File: src/rtl/bin2bcd_seq.sv
// rtl/bin2bcd_seq.sv - sequential double-dabble binary-to-BCD converter, one bit per clock.
// Define BIN2BCD_SIGNED_EN to treat bin as two's complement and report the sign on neg.
module bin2bcd_seq #(
  parameter int BIN_WIDTH = 16,
  parameter int DIGITS    = 5
) (
  input  logic                  clk,
  input  logic                  reset_n,
  input  logic                  start,
  input  logic [BIN_WIDTH-1:0]  bin,
  output logic                  busy,
  output logic                  done,
  output logic [4*DIGITS-1:0]   bcd,
  output logic                  neg
);

  localparam int CNT_W      = $clog2(BIN_WIDTH + 1);
  // ceil(BIN_WIDTH * log10(2)) in integer arithmetic
  localparam int MIN_DIGITS = (BIN_WIDTH * 30103 + 99999) / 100000;

  generate
    if (BIN_WIDTH < 2 || DIGITS < MIN_DIGITS) begin : g_param_check
      $error("bin2bcd_seq: BIN_WIDTH must be >= 2 and DIGITS >= ceil(BIN_WIDTH*log10(2))");
    end
  endgenerate

  typedef enum logic [1:0] {
    S_IDLE,
    S_SHIFT,
    S_DONE
  } state_t;

  state_t                 r_state;
  logic [BIN_WIDTH-1:0]   r_sr;
  logic [4*DIGITS-1:0]    r_wk;
  logic [CNT_W-1:0]       r_cnt;
  logic                   r_busy;
  logic                   r_done;
  logic [4*DIGITS-1:0]    r_bcd;

  logic [BIN_WIDTH-1:0]   w_operand;
  logic [BIN_WIDTH-1:0]   w_sr_next;
  logic [4*DIGITS-1:0]    w_wk_next;

  // Out-of-range digits (10-15) pass through unchanged.
  function automatic logic [3:0] digit_adjust(input logic [3:0] d);
    if (d >= 4'd5 && d <= 4'd9) begin
      return d + 4'd3;
    end
    return d;
  endfunction

  // Adjust and shift fused: the top digit only keeps its low three adjusted bits.
  always_comb begin
    w_wk_next    = '0;
    w_wk_next[0] = r_sr[BIN_WIDTH-1];
    for (int d = 0; d < DIGITS - 1; d++) begin
      w_wk_next[4*d+1 +: 4] = digit_adjust(r_wk[4*d +: 4]);
    end
    w_wk_next[4*DIGITS-3 +: 3] = 3'(digit_adjust(r_wk[4*DIGITS-4 +: 4]));
  end

  assign w_sr_next = {r_sr[BIN_WIDTH-2:0], 1'b0};

`ifdef BIN2BCD_SIGNED_EN
  logic r_sign;
  logic r_neg;
  logic w_is_neg;

  assign w_is_neg  = bin[BIN_WIDTH-1];
  assign w_operand = w_is_neg ? (BIN_WIDTH'(0) - bin) : bin;
  assign neg       = r_neg;
`else
  assign w_operand = bin;
  assign neg       = 1'b0;
`endif

  always_ff @(posedge clk or negedge reset_n) begin
    if (!reset_n) begin
      r_state <= S_IDLE;
      r_sr    <= '0;
      r_wk    <= '0;
      r_cnt   <= '0;
      r_busy  <= 1'b0;
      r_done  <= 1'b0;
      r_bcd   <= '0;
`ifdef BIN2BCD_SIGNED_EN
      r_sign  <= 1'b0;
      r_neg   <= 1'b0;
`endif
    end else begin
      case (r_state)
        S_IDLE: begin
          if (start) begin
            r_state <= S_SHIFT;
            r_sr    <= w_operand;
            r_wk    <= '0;
            r_cnt   <= CNT_W'(BIN_WIDTH);
            r_busy  <= 1'b1;
`ifdef BIN2BCD_SIGNED_EN
            r_sign  <= w_is_neg;
`endif
          end
        end
        S_SHIFT: begin
          r_sr  <= w_sr_next;
          r_wk  <= w_wk_next;
          r_cnt <= r_cnt - CNT_W'(1);
          // Result register loads on the last shift so it is visible with done.
          if (r_cnt == CNT_W'(1)) begin
            r_state <= S_DONE;
            r_done  <= 1'b1;
            r_bcd   <= w_wk_next;
`ifdef BIN2BCD_SIGNED_EN
            r_neg   <= r_sign;
`endif
          end
        end
        S_DONE: begin
          r_state <= S_IDLE;
          r_done  <= 1'b0;
          r_busy  <= 1'b0;
        end
        default: begin
          r_state <= S_IDLE;
          r_done  <= 1'b0;
          r_busy  <= 1'b0;
        end
      endcase
    end
  end

  assign busy = r_busy;
  assign done = r_done;
  assign bcd  = r_bcd;

endmodule
File: config.mk
export PLATFORM = sky130hd
export DESIGN_NAME = bin2bcd_seq
export DESIGN_NICKNAME = d
export VERILOG_FILES = /design/src/rtl/bin2bcd_seq.sv
export SDC_FILE = /design/constraint.sdc
export NUM_CORES = 1
export LEC_CHECK = 0
export CAP_MARGIN = 20
export CORE_ASPECT_RATIO = 0.9
export CORE_MARGIN = 5
export CORE_UTILIZATION = 52
export CTS_BUF_LIST = sky130_fd_sc_hd__clkbuf_2
export DETAILED_ROUTE_END_ITERATION = 10
export PLACE_DENSITY = 0.81
export SLEW_MARGIN = 20
export SYNTH_ARGS = -nofsm -noshare
export SYNTH_HDL_FRONTEND = slang
export SYNTH_SLANG_ARGS = --single-unit
export TNS_END_PERCENT = 20
File: constraint.sdc
create_clock -name clk -period 1.74 [get_ports clk]
set_clock_uncertainty 0.1 [all_clocks]
set_input_delay 0.261 -clock clk [delete_from_list [all_inputs] [get_ports clk]]
set_output_delay 0.261 -clock clk [all_outputs]
set_load 0.01 [all_outputs]
==> summary.txt <==
Yosys
  – Synth Net Count: 374
  – Fraction of registers with async set or reset after synthesis: 1.00
  – #FFs+latches synth: 65
  – Count of warnings emitted by yosys: 0
  – Number of flops mapped to enable cells by yosys: 0
  – Most instantiated flip-flop cell in the synthesis netlist: sky130_fd_sc_hd__dfrtp_1
  – Summed instance area of the synthesized netlist: 3340 um^2
  – Synthesized area per cell: 9.73 um^2
  – Number of library cell types mapped by synthesis: 41
  – Share of synthesized area occupied by flip-flops and latches: 0.488
  – Count of mapped cells out of synthesis: 343

Power
  – Leakage power figure: 1.86 nW
  – Worst-case vdd ir drop: 734 uV
  – Power density normalized to cell area: 1720 nW/um^2
  – Overall power: 6.95 mW

STA
  – Setup TNS Final: 0 ns
  – Minimum clock period after layout: around 1.7 ns
  – Max-slew violations: 0
  – Fmax: 583 MHz
  – Final count of negative-setup-slack endpoints: 0
  – Number of hold violations in the final report: 0
  – Post-route fraction of the period consumed by the critical path: 0.986

Setup path
  – Category of the worst setup path capture point: flop
  – Slowest CP cell: sky130_fd_sc_hd__or4b_1
  – Total buffers and inverters traversed by the critical path: 1
  – Category of the most critical setup path: flop to flop
  – Cell type group with the largest total delay on the critical path: simple AND/OR/NAND/NOR gates
  – Req. time, crit path: about 2.1 ns
  – Signal arrival time at the worst endpoint: 2.06 ns
  – Worst stage delay on the critical path: 0.52 ns
  – Critical path cell sequence: inv_1 > ha_2 > or4b_1 > o311ai_2 > a21oi_2 > a2bb2oi_1
  – Kind of start point of the critical path: flop
  – Biggest fanout along the worst timing path: 6

Die
  – Initial Utilization: 0.540
  – Row Count: 27
  – Vert. Die Dim: 86.0 um
  – Die width: 94.4 um
  – Placeable core region: just over 6000 um^2
  – I/O pin total: 42
  – Die area: 8120 um^2

Global routing
  – Antenna violations before repair: 0
  – Most heavily used metal layer in global routing: met2
  – Met1 Usage GRT: 0.249
  – Global routing usage summed across all routing layers: 0.189
  – Global-route wire length before repair: 12000 um
  – Total congestion overflow: 0
  – M2 GR Usage: 0.300
  – Largest net degree at the start of global routing: 36
  – Fraction of met3 tracks used by global routing: 0.0447
  – Via count of the first global-routing pass: 2611

Clock network
  – Deepest clock path buffer count: 2
  – TritonCTS clock tree: done
  – Clk Latency, worst-skew pair: 0.50 ns
  – H-tree level count: 3
  – CTS Buf Count: 9
  – Library cell used as clock root buffer: sky130_fd_sc_hd__clkbuf_2
  – Number of clock sinks: 65
  – Clk slew on worst S/H paths: about 0.19 ns

Placed design
  – HPWL after DPL: ~4800 um
  – Count of input and output buffers: 40
  – Cell area after placement: 3830 um^2
  – Final weighted congestion in routability-driven placement: 0.799

Finish
  – Fillers: 505
  – Final nets: 426
  – Area occupied by multi-input gates: 1610 um^2
  – Area growth from synthesis to layout: 20.9%
  – Area taken by flip-flops and latches: 1630 um^2
  – Highest-count cells in the layout ignoring fill and taps: 65 x sky130_fd_sc_hd__dfrtp_1, 44 x sky130_fd_sc_hd__nand2_1, 42 x sky130_fd_sc_hd__o21ai_0
  – Antenna cells: 0
  – Most common cell after layout, fill and taps aside: sky130_fd_sc_hd__dfrtp_1
  – Share of cells above drive strength 1: 0.163
  – Summed area of non-filler cells in the final layout: 4030 um^2

Status
  – Run status: finished clean

Routing
  – Routed length per instance: 14.4 um
  – Residual DRC: 0
  – Initial detailed-routing violation count: 145
  – First-pass iteration count of the detailed router: 5
  – Remaining antenna violation count: 0
  – Detailed-route vias per instance: 5.48
  – Vias after detailed routing: 2670
  – WL final: 7030 um

Worst hold path
  – Path class of the lowest-slack min-delay path: input pin to flop

Run
  – Maximum capacitance violations: 0
[synth_stat cells (4+ instances only)]
master                      n  area (um^2)
sky130_fd_sc_hd__clkbuf_1   6         22.5
sky130_fd_sc_hd__a21oi_1   20          100
sky130_fd_sc_hd__mux2_4     4         60.1
sky130_fd_sc_hd__nand2_1   45          169
sky130_fd_sc_hd__inv_1     20         75.1
sky130_fd_sc_hd__nor2b_1   15         93.8
sky130_fd_sc_hd__ha_1      12          150
sky130_fd_sc_hd__xnor2_1    7         61.3
sky130_fd_sc_hd__o21ai_0   43          215
sky130_fd_sc_hd__o21ai_1   22          110
sky130_fd_sc_hd__nand2b_1   6         37.5
sky130_fd_sc_hd__xor2_1     7         61.3
sky130_fd_sc_hd__buf_2      7         35.0
sky130_fd_sc_hd__and2b_1    4         30.0
sky130_fd_sc_hd__dfrtp_1   65         1630
sky130_fd_sc_hd__buf_4      4         30.0
sky130_fd_sc_hd__a22oi_1   16          120
[path summary, 6_finish.rpt]
check / slack, ns / depth (start not counted) / endpoint / from
min in group asynchronous: 0.20 / 3 / r_sr[2]$_DFFE_PN0P_ / reset_n
min: 0.19 / 3 / r_sr[0]$_DFFE_PN0P_ / bin[0]
max in group asynchronous: 0.89 / 3 / r_sr[3]$_DFFE_PN0P_ / reset_n
max reg2reg: 0.02 / 6 / bcd[10]$_DFFE_PN0P_ / r_wk[8]$_DFFE_PN0P_
max: 0.02 / 6 / bcd[10]$_DFFE_PN0P_ / r_wk[8]$_DFFE_PN0P_
min reg2reg: 0.40 / 2 / bcd[15]$_DFFE_PN0P_ / bcd[15]$_DFFE_PN0P_
[worst reg2reg max path, cell delays in order, from the launching register on]
cell	delay (ns)
sky130_fd_sc_hd__dfrtp_1	0.43
sky130_fd_sc_hd__inv_1	0.10
sky130_fd_sc_hd__ha_2	0.23
sky130_fd_sc_hd__or4b_1	0.52
sky130_fd_sc_hd__o311ai_2	0.09
sky130_fd_sc_hd__a21oi_2	0.06
sky130_fd_sc_hd__a2bb2oi_1	0.14
[power by group]
part           switching, mW  total [mW]  internal [mW]
clock network          0.534       0.718          0.184
registers              0.552        2.70           2.14
logic                   1.86        3.53           1.67
total                   2.95        6.95           4.00
[layout make-up]
type,count,share of cell area
Clock buffer,11,0.0137
Clock inverter,5,0.00558
Inverter,21,0.0202
Multi-Input combinational cell,237,0.399
Sequential cell,65,0.403
Tap cell,87,0.0270
Timing Repair Buffer,61,0.132
[metal layers]
layer	wire length, um	part of all wire
met4	121	0.017
met3	306	0.044
met2	3450	0.49
met1	3150	0.45
met5	0	0
[stage by stage]
step / hold WS, ns / instances / worst slack [ns] / util
6_report: 0.193 / 487 / 0.0242 / 0.652
3_5_place_dp: -0.0325 / 465 / -0.0106 / 0.620
3_3_place_gp: -0.0345 / 465 / 0.0603 / 0.620
4_1_cts: 0.183 / 485 / 0.00324 / 0.634
5_1_grt: 0.179 / 487 / -0.0289 / 0.652
2_1_floorplan: -0.135 / 343 / 0.0955 / -
[kinds of logic (layout without fill, tap and decap cells)]
group / Yosys count / after routing / share of synthesized area
other: 1 / 1 / 0.00112
buffers and inverters: 41 / 98 / 0.0608
adder cells (fa/ha/maj): 12 / 12 / 0.0450
AO/OA/AOI/OAI: 122 / 122 / 0.218
flip-flops: 65 / 65 / 0.488
multiplexers: 4 / 4 / 0.0180
XOR/XNOR: 14 / 14 / 0.0368
AND/OR/NAND/NOR: 84 / 84 / 0.132
[registers in the layout (all words and copies together) (netlist names)]
name	count
done	1
r_sr	16
r_state	2
r_wk	20
busy	1
r_cnt	5
bcd	20
[timing repair]
item | in CTS | in global routing
endpoints found under the setup margin | 25 | 28
setup buffers | 2 | 2
gates resized for setup | 24 | 23
endpoints found under the hold margin | 65 | 0
hold buffers | 2 | 0
pin swaps | 0 | 4
(Power assumes the default switching activity.)
